[config.mk]
export PLATFORM = sky130hd
export DESIGN_NAME = quad_enc_rx_flat
export DESIGN_NICKNAME = d
export VERILOG_FILES = /design/src/rtl/quad_enc_rx_pkg.sv /design/src/rtl/quad_enc_rx_if.sv /design/src/rtl/quad_enc_rx_filt.sv /design/src/rtl/quad_enc_rx.sv /design/src/flat_wrapper.sv
export SDC_FILE = /design/constraint.sdc
export NUM_CORES = 1
export LEC_CHECK = 0
export ABC_CLOCK_PERIOD_IN_PS = 8050
export BUFFER_PORTS_ARGS = -buffer_cell sky130_fd_sc_hd__buf_2
export CAP_MARGIN = 20
export CORE_MARGIN = 4
export CORE_UTILIZATION = 50
export CTS_CLUSTER_DIAMETER = 40
export DETAILED_ROUTE_END_ITERATION = 8
export MAX_ROUTING_LAYER = met4
export PLACE_DENSITY = 0.68
export SYNTH_ARGS = -nofsm -noshare
export SYNTH_HDL_FRONTEND = slang
export SYNTH_HIERARCHICAL = 1
export SYNTH_SLANG_ARGS = --single-unit
[constraint.sdc]
create_clock -name CLK -period 8.05 [get_ports CLK]
set_input_delay 1.2075 -clock CLK [delete_from_list [all_inputs] [get_ports CLK]]
set_output_delay 1.2075 -clock CLK [all_outputs]
set_load 0.05 [all_outputs]
[src/rtl/quad_enc_rx_pkg.sv]
// quad_enc_pkg: default widths, quadrature state encoding and step classification.
package quad_enc_pkg;
    localparam int FILT_LEN_DEF = 4;
    localparam int POS_W_DEF    = 32;
    localparam int PER_W_DEF    = 24;
    localparam int DIV_W_DEF    = 16;
    localparam int ERR_W_DEF    = 8;
    typedef enum logic [1:0] {S00 = 2'b00, S10 = 2'b10, S11 = 2'b11, S01 = 2'b01} quad_t;
    typedef enum logic [1:0] {NONE, FWD, REV, ILLEGAL} step_t;
    // {A,B} maps to a phase index {B, A^B}; the phase difference classifies the move
    function automatic step_t step_dir(quad_t prev, quad_t cur);
        logic [1:0] p;
        logic [1:0] c;
        logic [1:0] d;
        p = prev;
        c = cur;
        d = {c[0], ^c} - {p[0], ^p};
        return d == 2'd1 ? FWD : d == 2'd3 ? REV : d == 2'd2 ? ILLEGAL : NONE;
    endfunction
endpackage

[src/rtl/quad_enc_rx_if.sv]
// quad_enc_rx_if: differential encoder lines {Z,B,A}; the encoder drives the master side.
interface quad_enc_rx_if;
    logic [2:0] ENC_P;
    logic [2:0] ENC_N;
    modport master (output ENC_P, ENC_N);
    modport slave (input ENC_P, ENC_N);
endinterface

[src/rtl/quad_enc_rx_filt.sv]
// quad_enc_filt: per-channel 2-FF synchroniser, glitch filter and P==N detector.
module quad_enc_filt import quad_enc_pkg::*; #(
    parameter int FILT_LEN = FILT_LEN_DEF
) (
    input  logic CLK,
    input  logic RST,
    input  logic p,
    input  logic n,
    input  logic freeze,
    output logic filt,
    output logic eq,
    output logic eq_long
);
    localparam int CW = $clog2(FILT_LEN + 1);
    logic [1:0] p_sync;
    logic [1:0] n_sync;
    logic [CW-1:0] chg_cnt;
    logic [CW-1:0] eq_cnt;
    logic p_s;
    logic take;
    assign p_s = p_sync[1];
    assign eq = p_s == n_sync[1];
    assign eq_long = eq && eq_cnt == CW'(FILT_LEN - 1);
    assign take = !freeze && p_s != filt && chg_cnt == CW'(FILT_LEN - 1);
    always_ff @(posedge CLK or posedge RST)
        if (RST) begin
            p_sync  <= '0;
            n_sync  <= '0;
            chg_cnt <= '0;
            eq_cnt  <= '0;
            filt    <= 1'b0;
        end else begin
            p_sync  <= {p_sync[0], p};
            n_sync  <= {n_sync[0], n};
            eq_cnt  <= !eq ? '0 : eq_cnt == CW'(FILT_LEN - 1) ? eq_cnt : eq_cnt + 1'b1;
            chg_cnt <= freeze || p_s == filt || take ? '0 : chg_cnt + 1'b1;
            if (take) filt <= p_s;
        end
endmodule

[src/rtl/quad_enc_rx.sv]
// quad_enc_rx: differential quadrature receiver with 4x decode, period
// measurement, backlash-compensated line trigger and differential fault detection.
module quad_enc_rx import quad_enc_pkg::*; #(
    parameter int FILT_LEN = FILT_LEN_DEF,
    parameter int POS_W    = POS_W_DEF,
    parameter int PER_W    = PER_W_DEF,
    parameter int DIV_W    = DIV_W_DEF,
    parameter int ERR_W    = ERR_W_DEF
) (
    input  logic                    CLK,
    input  logic                    RST,
    quad_enc_rx_if.slave            enc,
    input  logic [DIV_W-1:0]        DIV,
    input  logic                    INDEX_CLR_EN,
    output logic signed [POS_W-1:0] POS,
    output logic                    DIR,
    output logic                    STEP,
    output logic [PER_W-1:0]        PERIOD,
    output logic                    PERIOD_VLD,
    output logic                    STALL,
    output logic                    LINE_TRIG,
    output logic [ERR_W-1:0]        ERR_CNT,
    output logic                    FAULT
);
    localparam logic [1:0] ST_INIT    = 2'd0;
    localparam logic [1:0] ST_RUN     = 2'd1;
    localparam logic [1:0] ST_STALLED = 2'd2;
    localparam logic [PER_W-1:0] PER_MAX = '1;
    localparam logic signed [DIV_W:0] ACC_MIN = {1'b1, DIV_W'(1)};
    logic [2:0] filt;
    logic [2:0] eq;
    logic [2:0] eq_long;
    logic [2:0] cur;
    logic [2:0] prev;
    logic [1:0] state;
    logic [PER_W-1:0] per_cnt;
    logic [PER_W-1:0] per_nxt;
    logic signed [DIV_W:0] acc;
    logic signed [DIV_W+1:0] acc_inc;
    logic [DIV_W-1:0] div_eff;
    logic [POS_W-1:0] pos_delta;
    step_t sd;
    logic step_ok;
    logic fwd;
    logic trig_ok;
    logic ill;
    logic idx_clr;
    for (genvar i = 0; i < 3; i++) begin : g_ch
        quad_enc_filt #(.FILT_LEN(FILT_LEN)) u_filt (
            .CLK(CLK),
            .RST(RST),
            .p(enc.ENC_P[i]),
            .n(enc.ENC_N[i]),
            .freeze(FAULT),
            .filt(filt[i]),
            .eq(eq[i]),
            .eq_long(eq_long[i])
        );
    end
    // decode compares the registered filtered state against its previous value
    assign sd = step_dir(quad_t'({prev[0], prev[1]}), quad_t'({cur[0], cur[1]}));
    assign fwd = sd == FWD;
    assign step_ok = !FAULT && (sd == FWD || sd == REV);
    assign ill = !FAULT && sd == ILLEGAL;
    assign idx_clr = !FAULT && INDEX_CLR_EN && cur[2] && !prev[2];
    assign div_eff = DIV == '0 ? DIV_W'(1) : DIV;
    assign acc_inc = {acc[DIV_W], acc} + 1'b1;
    assign trig_ok = step_ok && fwd && acc_inc >= $signed({2'b00, div_eff});
    assign pos_delta = !step_ok ? '0 : fwd ? POS_W'(1) : '1;
    assign per_nxt = step_ok ? PER_W'(1) : per_cnt == PER_MAX ? per_cnt : per_cnt + 1'b1;
    always_ff @(posedge CLK or posedge RST)
        if (RST) begin
            cur        <= '0;
            prev       <= '0;
            state      <= ST_INIT;
            per_cnt    <= '0;
            acc        <= '0;
            POS        <= '0;
            DIR        <= 1'b0;
            STEP       <= 1'b0;
            PERIOD     <= '0;
            PERIOD_VLD <= 1'b0;
            STALL      <= 1'b0;
            LINE_TRIG  <= 1'b0;
            ERR_CNT    <= '0;
            FAULT      <= 1'b0;
        end else begin
            cur        <= filt;
            prev       <= cur;
            FAULT      <= FAULT ? |eq : |eq_long;
            STEP       <= step_ok;
            LINE_TRIG  <= trig_ok;
            POS        <= (idx_clr ? '0 : POS) + pos_delta;
            per_cnt    <= per_nxt;
            STALL      <= per_nxt == PER_MAX;
            PERIOD_VLD <= step_ok && state == ST_RUN;
            state      <= step_ok ? ST_RUN : state == ST_RUN && per_nxt == PER_MAX ? ST_STALLED : state;
            if (step_ok) DIR <= fwd;
            if (step_ok && state == ST_RUN) PERIOD <= per_cnt;
            if (ill && ERR_CNT != '1) ERR_CNT <= ERR_CNT + 1'b1;
            // backward steps build up debt that forward motion must repay before the next line
            if (step_ok) acc <= trig_ok ? '0 : fwd ? acc + 1'b1 : acc == ACC_MIN ? acc : acc - 1'b1;
        end
endmodule

[src/flat_wrapper.sv]
// flat-port wrapper written by rule: the top's interface ports become plain ports
module quad_enc_rx_flat import quad_enc_pkg::*;
#(
    parameter int FILT_LEN = FILT_LEN_DEF,
    parameter int POS_W    = POS_W_DEF,
    parameter int PER_W    = PER_W_DEF,
    parameter int DIV_W    = DIV_W_DEF,
    parameter int ERR_W    = ERR_W_DEF
)
  (CLK, RST, DIV, INDEX_CLR_EN, POS, DIR, STEP, PERIOD, PERIOD_VLD, STALL, LINE_TRIG, ERR_CNT, FAULT, enc_ENC_P, enc_ENC_N);
  quad_enc_rx_if enc_i ();
  input  logic CLK;
  input  logic RST;
  input  logic [DIV_W-1:0] DIV;
  input  logic INDEX_CLR_EN;
  output logic signed [POS_W-1:0] POS;
  output logic DIR;
  output logic STEP;
  output logic [PER_W-1:0] PERIOD;
  output logic PERIOD_VLD;
  output logic STALL;
  output logic LINE_TRIG;
  output logic [ERR_W-1:0] ERR_CNT;
  output logic FAULT;
  input wire logic [$bits(enc_i.ENC_P)-1:0] enc_ENC_P;
  input wire logic [$bits(enc_i.ENC_N)-1:0] enc_ENC_N;
  assign enc_i.ENC_P = enc_ENC_P;
  assign enc_i.ENC_N = enc_ENC_N;
  quad_enc_rx #(.FILT_LEN(FILT_LEN), .POS_W(POS_W), .PER_W(PER_W), .DIV_W(DIV_W), .ERR_W(ERR_W)) u_core (.CLK(CLK), .RST(RST), .enc(enc_i), .DIV(DIV), .INDEX_CLR_EN(INDEX_CLR_EN), .POS(POS), .DIR(DIR), .STEP(STEP), .PERIOD(PERIOD), .PERIOD_VLD(PERIOD_VLD), .STALL(STALL), .LINE_TRIG(LINE_TRIG), .ERR_CNT(ERR_CNT), .FAULT(FAULT));
endmodule
==> results.json, run 1 <==
{
  "coreArea_mm2": 0.0180,
  "setup_viol": 0,
  "fin_nets": 1114,
  "gp_congestion": 0.866,
  "dieHeight_um": 143,
  "synth_top_cell_by_area": "dfrtp_1",
  "cts_resized": 0,
  "crit_path_end_kind": "register",
  "async_reset_ff_frac": 1.00,
  "grt_setup_unrepaired": "false",
  "rows": 49,
  "holdPathStages": 0,
  "n_fill_cell": 1582,
  "rrSetupSlack_ns": 3.85,
  "synth_edf_count": 0,
  "path_class": "register to register",
  "synth_cells": 909,
  "tightest_slew_ns": 0.863,
  "r2r-start": "u_core/cur[1]",
  "die_w_um": 143,
  "setup-tns-final_ns": 0,
  "drcViolationCount": 0,
  "ys.warnings.count": 6,
  "root_buffer": "clkbuf_16",
  "wl_per_cell_um": 15.2,
  "fin_crit_ns": 4.20,
  "yosysTopAreaCellShare": 0.415,
  "area_growth_pct": 14.6,
  "totalWireLength_um": 19000,
  "clkTransAtPathRegs_ns": 0.06,
  "post-cts-setup-buffers": 0,
  "grt_pass1_vias": 6731,
  "critPathMaxFanout": 22,
  "grt_max_degree": 63,
  "synth-main-ff-cell": "dfrtp_1",
  "syn_area_per_cell_um2": 10.1,
  "start_kind": "register",
  "critPathArrivalTime_ns": 4.50,
  "portBuffers": 94,
  "grt_pass1_wl_um": 32500,
  "reg2regPathDepth": 13,
  "ios": 95,
  "synth_area_leaders": "dfrtp_1 42%, ha_1 11%, xnor2_1 4.9%, mux2_2 3.4%, xor2_1 3.4%",
  "maxCapViolCount": 0,
  "drive_above_1_share": 0.189,
  "ys_seq_area_frac": 0.415,
  "vias": 6889,
  "finalCritPeriodShare": 0.522,
  "antenna_found_initial": 0,
  "drt_iter0_markers": 458,
  "slew_viol_final": 0,
  "r2r_end": "u_core/acc[16]",
  "diodes": 0,
  "finalHoldViolCount": 0,
  "viasPerCell": 5.52,
  "clock_latency_ns": 0.42,
  "fmax_mhz": 238,
  "drtPass1Iterations": 4,
  "fin_worst_skew_ns": 0.00938,
  "initial_utilization": 0.510,
  "place_hpwl_um": 13600,
  "critPathRequiredTime_ns": 8.35,
  "htree_num_levels": 4,
  "ant_nets": 0,
  "tritoncts": "built",
  "grt_overflow": 0,
  "synth_seq_cells": 152,
  "hp-class": "register to register",
  "relSlewSlack": 0.425,
  "cts_buffers": 17,
  "hold_start": "u_core/g_ch[0].u_filt/n_sync[0]",
  "status": "completed",
  "holdPathEnd": "u_core/g_ch[0].u_filt/n_sync[1]",
  "ys_types": 74,
  "dieArea_mm2": 0.0205,
  "clock_sinks": 152,
  "syn_nets": 1015,
  "synth_area_mm2": 0.00916,
  "clockBufferDepth": 2,
  "cts_hold_buf": 0,
  "grtUsageTotal": 0.200
}
==> how the worst max path moves through the flow <==
stage                                end          start
after floorplan           u_core/POS[28]   u_core/FAULT
after global placement    u_core/POS[28]   INDEX_CLR_EN
after detailed placement  u_core/POS[28]   INDEX_CLR_EN
after CTS                 u_core/acc[16]  u_core/cur[1]
after global routing      u_core/acc[16]  u_core/cur[1]
final                     u_core/acc[16]  u_core/cur[1]
==> kinds of logic (layout without fill, tap and decap cells) <==
family	after synthesis	in the layout	synth area share
AOI/OAI and AO/OA	177	177	0.133
xor gates and xnor gates	87	87	0.0832
adders and majority gates	81	81	0.112
buffers and inverters	74	185	0.0317
DFF	152	152	0.415
muxes	32	32	0.0388
and+or+nand+nor	306	306	0.186
==> metrics by stage <==
| step | hold slack, ns | setup slack [ns] | instances | util | area, µm² |
|---|---|---|---|---|---|
| 2_1_floorplan | 0.331 | 3.32 | 909 | - | 9160 |
| 3_3_place_gp | 0.332 | 3.90 | 1218 | 0.551 | 9890 |
| 3_5_place_dp | 0.337 | 3.80 | 1218 | 0.551 | 9890 |
| 4_1_cts | 0.353 | 3.82 | 1249 | 0.584 | 10500 |
| 5_1_grt | 0.360 | 3.54 | 1249 | 0.584 | 10500 |
| 6_report | 0.350 | 3.85 | 1249 | 0.584 | 10500 |
==> Yosys cell counts, drive strengths merged (6+ instances only) <==
library cell and number:
a211oi 15, a21o 17, a21oi 47, a31oi 6, and3 10, buf 6, clkbuf 13, dfrtp 152
ha 79, inv 55, mux2 28, nand2 62, nand2b 11, nand3 27, nand4 18, nor2 68
nor2b 37, nor3 14, nor4 19, nor4b 8, o211ai 9, o21a 13, o21ai 27, o31ai 13
or2 6, xnor2 51, xor2 36
==> sequential cells by signal (all words and copies together) (netlist names), 2 cells and up <==
name / flops
u_core/ERR_CNT: 8
u_core/PERIOD: 24
u_core/POS: 32
u_core/acc: 17
u_core/cur: 3
u_core/g_ch.u_filt/chg_cnt: 9
u_core/g_ch.u_filt/eq_cnt: 9
u_core/g_ch.u_filt/filt: 3
u_core/g_ch.u_filt/n_sync: 6
u_core/g_ch.u_filt/p_sync: 6
u_core/per_cnt: 24
u_core/prev: 3
u_core/state: 2
==> routing by layer <==
metal  vias up  track usage  share of wire
met5         -            -              0
met4         0       0.0431         0.0084
met3        11       0.0433          0.048
met2       122        0.320           0.46
met1      3288        0.266           0.48
li1       3468            -              -
==> critical path: stages, from the launching register on <==
cell and delay, ns:
dfrtp_1 0.41, xnor2_1 0.15, ha_1 0.21, xor2_1 0.15, xnor2_1 0.38, nand2b_1 0.59
ha_1 0.61, a21oi_1 0.12, o21ai_0 0.29, a31oi_1 0.17, a31oi_1 0.28, nor4_1 0.08
a311o_1 0.37, a221o_1 0.30
==> layout by cell type, fill, tap and decap left out, types with 5 or more instances in the layout <==
| cell type | Yosys | final |
|---|---|---|
| o21bai_1 | 5 | 5 |
| o21a_1 | 13 | 13 |
| xnor2_1 | 51 | 51 |
| and2_1 | 5 | 5 |
| nor2b_1 | 37 | 37 |
| a31oi_1 | 6 | 6 |
| o31ai_1 | 13 | 13 |
| nor4_1 | 16 | 16 |
| and4_1 | 5 | 5 |
| inv_1 | 53 | 52 |
| nor3_1 | 14 | 14 |
| nand3_1 | 26 | 26 |
| dfrtp_1 | 152 | 152 |
| clkbuf_16 | 0 | 17 |
| a21o_1 | 17 | 17 |
| nand2_1 | 61 | 61 |
| buf_4 | 2 | 5 |
| or3_1 | 5 | 5 |
| a21oi_1 | 46 | 46 |
| ha_1 | 79 | 79 |
| nor2_1 | 66 | 65 |
| a211oi_1 | 13 | 13 |
| nand2b_1 | 11 | 11 |
| o211ai_1 | 8 | 8 |
| mux2_2 | 28 | 28 |
| and3_1 | 9 | 9 |
| buf_2 | 4 | 94 |
| nor4b_2 | 6 | 6 |
| o21ai_1 | 6 | 5 |
| o21ai_0 | 21 | 21 |
| nand4_1 | 17 | 17 |
| xor2_1 | 36 | 36 |
==> area by class of cell <==
class | instances | area [µm²] | area share
Tap cell | 229 | 287 | 0.0273
Clock buffer | 18 | 439 | 0.0418
Multi-Input combinational cell | 683 | 5090 | 0.485
Sequential cell | 152 | 3800 | 0.362
Inverter | 55 | 209 | 0.0199
Clock inverter | 13 | 161 | 0.0154
Timing Repair Buffer | 99 | 508 | 0.0484
Power of run 1 is not shown: default switching activity piles up to over one toggle a cycle in this logic, so the estimate is an artifact.
==> run 2, diff against run 1 <==
--- a/config.mk
+++ b/config.mk
@@ -5,7 +5,7 @@
 export SDC_FILE = /design/constraint.sdc
 export NUM_CORES = 1
 export LEC_CHECK = 0
-export ABC_CLOCK_PERIOD_IN_PS = 8050
+export ABC_CLOCK_PERIOD_IN_PS = 3430
 export BUFFER_PORTS_ARGS = -buffer_cell sky130_fd_sc_hd__buf_2
 export CAP_MARGIN = 20
 export CORE_MARGIN = 4
@@ -13,7 +13,7 @@
 export CTS_CLUSTER_DIAMETER = 40
 export DETAILED_ROUTE_END_ITERATION = 8
 export MAX_ROUTING_LAYER = met4
-export PLACE_DENSITY = 0.68
+export PLACE_DENSITY = 0.71
 export SYNTH_ARGS = -nofsm -noshare
 export SYNTH_HDL_FRONTEND = slang
 export SYNTH_HIERARCHICAL = 1
==> constraint.sdc (replaced) <==
create_clock -name CLK -period 3.43 [get_ports CLK]
set_input_delay 0.5145 -clock CLK [delete_from_list [all_inputs] [get_ports CLK]]
set_output_delay 0.5145 -clock CLK [all_outputs]
set_load 0.05 [all_outputs]
==> results.json, run 2 (synthesis results as in run 1) <==
{
  "clock_sinks": 152,
  "rows": 49,
  "clkTransAtPathRegs_ns": 0.07,
  "grt_pass1_vias": 7267,
  "start_kind": "register",
  "cts_buffers": 17,
  "htree_num_levels": 4,
  "setup.worst_path.start": "u_core/cur[0]",
  "critPathArrivalTime_ns": 3.74,
  "layout_common_cells": "151 x dfrtp_1, 94 x buf_2, 84 x buf_4",
  "setup-tns-final_ns": -0.000945,
  "drtPass1Iterations": 4,
  "grt_max_degree": 64,
  "critPathRequiredTime_ns": 3.74,
  "fin_nets": 1200,
  "die_w_um": 143,
  "wl_per_cell_um": 15.1,
  "coreArea_mm2": 0.0180,
  "clock_latency_ns": 0.42,
  "critical_path.top_delay_family": "compound AO/OA/AOI/OAI gates",
  "fin_crit_ns": 3.43,
  "status": "finished, violations left",
  "root_buffer": "clkbuf_16",
  "grt_setup_unrepaired": "true",
  "portBuffers": 94,
  "fmax_mhz": 291,
  "area_growth_pct": 25.5,
  "globalRouteMet3Util": 0.0416,
  "fin_worst_skew_ns": 0.0102,
  "slew_viol_final": 0,
  "mostFrequentLayoutCell": "dfrtp_1",
  "top_regs": "u_core/POS: 32 flops, u_core/PERIOD: 24 flops, u_core/per_cnt: 24 flops",
  "dieArea_mm2": 0.0205,
  "relSlewSlack": 0.476,
  "place_hpwl_um": 14900,
  "top_register": "u_core/POS",
  "finalHoldViolCount": 0,
  "drive_above_1_share": 0.290,
  "cp_slowest_stage_delay_ns": 0.39,
  "gp_congestion": 0.888,
  "vias": 7320,
  "top_usage_layer": "met2",
  "tritoncts": "built",
  "grtUsageTotal": 0.213,
  "diodes": 0,
  "slowest_stage": "dfrtp_1",
  "violations": "setup timing",
  "dieHeight_um": 143,
  "path_class": "register to register",
  "grt_overflow": 0,
  "met2_usage": 0.349,
  "timing.final.ws_setup_ns": -0.000945,
  "clockBufferDepth": 2,
  "multiInputGateArea_mm2": 0.00537,
  "drt_iter0_markers": 323,
  "crit_path_end_kind": "register",
  "final_cells": 1336,
  "r2r-start": "u_core/cur[0]",
  "ios": 95,
  "crit_buf_inv": 1,
  "grt_pass1_wl_um": 34700,
  "dpl_worst_slack_ns": -0.170,
  "setup_viol": 1,
  "timing.critical_path.mode_cell": "a21oi_2",
  "initial_utilization": 0.510,
  "critPathMaxFanout": 15,
  "grtUsageMet1": 0.278,
  "tightest_slew_ns": 0.784,
  "crit_chain": "xnor2_1 -> ha_1 -> or2_4 -> nor2_4 -> buf_12 -> ha_4 -> nor2b_4 -> o31a_1 -> a21oi_2 -> a21oi_2 -> o2111a_1 -> or3_1 -> a41o_1 -> xor2_1",
  "ant_nets": 0,
  "hp-class": "input port to asynchronous set/reset pin",
  "antenna_found_initial": 0,
  "regArea_mm2": 0.00380,
  "finalCritPeriodShare": 1.00,
  "maxCapViolCount": 0,
  "drcViolationCount": 0,
  "largest_reg_flops": 32,
  "dp.cells": 1300,
  "totalWireLength_um": 20200,
  "n_fill_cell": 1478,
  "viasPerCell": 5.48
}
[run 2: metal layers]
metal,part of all wire,routed length [µm]
met1,0.46,9360
met2,0.49,9870
met3,0.041,824
met4,0.0090,183
met5,0,0
[run 2: worst reg2reg max path, stage by stage, from the launching register on]
cell      delay, ns
dfrtp_1        0.39
xnor2_1        0.13
ha_1           0.32
or2_4          0.28
nor2_4         0.16
buf_12         0.18
ha_4           0.22
nor2b_4        0.12
o31a_1         0.26
a21oi_2        0.17
a21oi_2        0.08
o2111a_1       0.26
or3_1          0.38
a41o_1         0.24
xor2_1         0.14
[run 2: path summary, 6_finish.rpt]
| kind | end | slack [ns] | cells past startpoint |
|---|---|---|---|
| hold / removal | u_core/g_ch[2].u_filt/chg_cnt[1] | 0.13 | 2 |
| setup reg to reg | u_core/POS[28] | -0.0009 | 14 |
| setup / recovery | u_core/POS[28] | -0.0009 | 14 |
| max in group asynchronous | u_core/PERIOD[12] | 2.39 | 3 |
| min in group CLK | u_core/g_ch[2].u_filt/n_sync[0] | 0.20 | 1 |
| hold reg to reg | u_core/g_ch[2].u_filt/p_sync[1] | 0.35 | 0 |
[run 2: final cells by class]
cell class	count	share of cell area
clock buffer	17	0.0370
clock inverter	15	0.0140
inverter	55	0.0185
multi-input combinational	683	0.467
sequential	152	0.331
tap	229	0.0249
timing repair buffer	185	0.107
[run 2: repair_timing]
item                       4_1_cts  5_1_grt
gates resized for setup         10       31
buffers inserted                 0        3
pin swaps                        1        9
hold buffers                     0        0
setup endpoints to repair        9       20
[run 2: stage by stage]
step | area, µm² | hold WS, ns | util
finish | 11500 | 0.129 | 0.640
detailed placement | 10600 | 0.335 | 0.592
CTS | 11300 | 0.117 | 0.629
global route | 11500 | 0.147 | 0.640
global placement | 10600 | 0.333 | 0.592
floorplan | 9250 | 0.331 | -
Power of run 2 is left out for the same reason.
==> run 3, diff against run 2 <==
--- a/config.mk
+++ b/config.mk
@@ -14,6 +14,7 @@
 export DETAILED_ROUTE_END_ITERATION = 8
 export MAX_ROUTING_LAYER = met4
 export PLACE_DENSITY = 0.71
+export SKIP_LAST_GASP = 1
 export SYNTH_ARGS = -nofsm -noshare
 export SYNTH_HDL_FRONTEND = slang
 export SYNTH_HIERARCHICAL = 1
==> results.json, run 3 (synthesis results as in run 1) <==
{
  "status": "finished, violations left",
  "violations": "setup timing",
  "root_buffer": "clkbuf_16",
  "tritoncts": "built",
  "dp.cells": 1300,
  "dieArea_mm2": 0.0205,
  "fin_nets": 1202,
  "drcViolationCount": 0,
  "gp_congestion": 0.888,
  "initial_utilization": 0.510,
  "rrSetupSlack_ns": -0.04,
  "clkTransAtPathRegs_ns": 0.07,
  "drtPass1Iterations": 5,
  "ios": 95,
  "final_cells": 1338,
  "hp-class": "input port to asynchronous set/reset pin",
  "grt_max_degree": 64,
  "grtUsageTotal": 0.212,
  "cp_slowest_stage_delay_ns": 0.39,
  "totalWireLength_um": 20300,
  "finalHoldViolCount": 0,
  "clock_latency_ns": 0.42,
  "slowest_stage": "dfrtp_1",
  "wl_per_cell_um": 15.2,
  "place_hpwl_um": 14900,
  "drt_iter0_markers": 305,
  "maxCapViolCount": 0,
  "largest_reg_flops": 32,
  "top_regs": "u_core/POS: 32 flops, u_core/PERIOD: 24 flops, u_core/per_cnt: 24 flops",
  "n_fill_cell": 1471,
  "dieHeight_um": 143,
  "top_register": "u_core/POS",
  "start_kind": "register",
  "die_w_um": 143,
  "portBuffers": 94,
  "fmax_mhz": 288,
  "diodes": 0,
  "setup.worst_path.start": "u_core/prev[1]",
  "grt_pass1_vias": 7244,
  "clockBufferDepth": 2,
  "tightest_slew_ns": 0.778,
  "viasPerCell": 5.49,
  "antenna_found_initial": 0,
  "grt_overflow": 0,
  "vias": 7349,
  "cts_buffers": 17,
  "critical_path.top_delay_family": "compound AO/OA/AOI/OAI gates",
  "critPathMaxFanout": 8,
  "r2r_end": "u_core/POS[28]",
  "layout_common_cells": "150 x dfrtp_1, 94 x buf_2, 85 x buf_4",
  "slew_viol_final": 0,
  "critPathArrivalTime_ns": 3.77,
  "timing.final.ws_setup_ns": -0.0381,
  "fin_crit_ns": 3.47,
  "crit_buf_inv": 1,
  "path_class": "register to register",
  "grt_pass1_wl_um": 34600,
  "worstSetupPathDepth": 15,
  "coreArea_mm2": 0.0180,
  "rows": 49,
  "fin_worst_skew_ns": 0.0107,
  "crit_path_end_kind": "register",
  "r2r-start": "u_core/prev[1]",
  "critPathRequiredTime_ns": 3.74,
  "clock_sinks": 152,
  "relSlewSlack": 0.480,
  "mostFrequentLayoutCell": "dfrtp_1",
  "ant_nets": 0,
  "reg2regPathDepth": 15,
  "drive_above_1_share": 0.300,
  "grt_setup_unrepaired": "true",
  "htree_num_levels": 4,
  "area_growth_pct": 26.3,
  "setup_viol": 1,
  "setup.worst_path.end": "u_core/POS[28]",
  "finalCritPeriodShare": 1.01,
  "crit_chain": "xor2_1 -> ha_2 -> xor2_2 -> xnor2_2 -> nor2_4 -> buf_12 -> ha_4 -> nor2b_4 -> o31a_1 -> a21oi_2 -> a21oi_2 -> o2111a_1 -> or3_1 -> a41o_1 -> xor2_1"
}
-- run 3: cell count changes in the layout (fill, tap and decap cells not counted), sizes merged --
cell    before  now
buf        185  186
clkbuf      17   18
-- run 3: final cells by class --
cell class	count	area [µm²]	area share
multi-input combinational	683	5400	0.467
sequential	152	3810	0.329
timing repair buffer	187	1260	0.109
clock buffer	17	425	0.0368
tap	229	287	0.0248
inverter	55	213	0.0184
clock inverter	15	161	0.0140
-- run 3: how the worst min path moves through the flow --
stage,startpoint,endpoint,slack [ns],cells past startpoint
final,RST,u_core/g_ch[2].u_filt/chg_cnt[1],0.12,2
after global routing,RST,u_core/g_ch[0].u_filt/n_sync[1],0.15,2
after CTS,RST,u_core/g_ch[2].u_filt/chg_cnt[1],0.12,2
after detailed placement,u_core/g_ch[2].u_filt/p_sync[0],u_core/g_ch[2].u_filt/p_sync[1],0.33,0
after global placement,u_core/g_ch[0].u_filt/p_sync[0],u_core/g_ch[0].u_filt/p_sync[1],0.33,0
after floorplan,u_core/g_ch[0].u_filt/n_sync[0],u_core/g_ch[0].u_filt/n_sync[1],0.33,0
-- run 3: routing by layer --
metal	routed length, µm	GRT usage
met1	9400	0.278
met2	9880	0.347
met3	810	0.0416
met4	193	0.0456
met5	0	-
-- run 3: what timing repair did --
item,4_1_cts,5_1_grt
gates resized for setup,8,44
cloned,0,1
hold buffers,0,0
pin swaps,1,32
setup buffers,0,5
setup endpoints to repair,9,21
-- run 3: per-stage QoR --
stage	instance area [µm²]	worst slack [ns]	setup TNS (ns)	utilization	hold WS [ns]
after floorplan	9250	-0.373	-1.45	-	0.331
after global placement	10600	-0.0807	-0.153	0.592	0.333
after detailed placement	10600	-0.170	-0.530	0.592	0.335
after CTS	11300	-0.0136	-0.0136	0.628	0.117
after global routing	11600	-0.153	-1.46	0.643	0.147
final	11600	-0.0381	-0.0381	0.643	0.124
Power of run 3 is left out for the same reason.
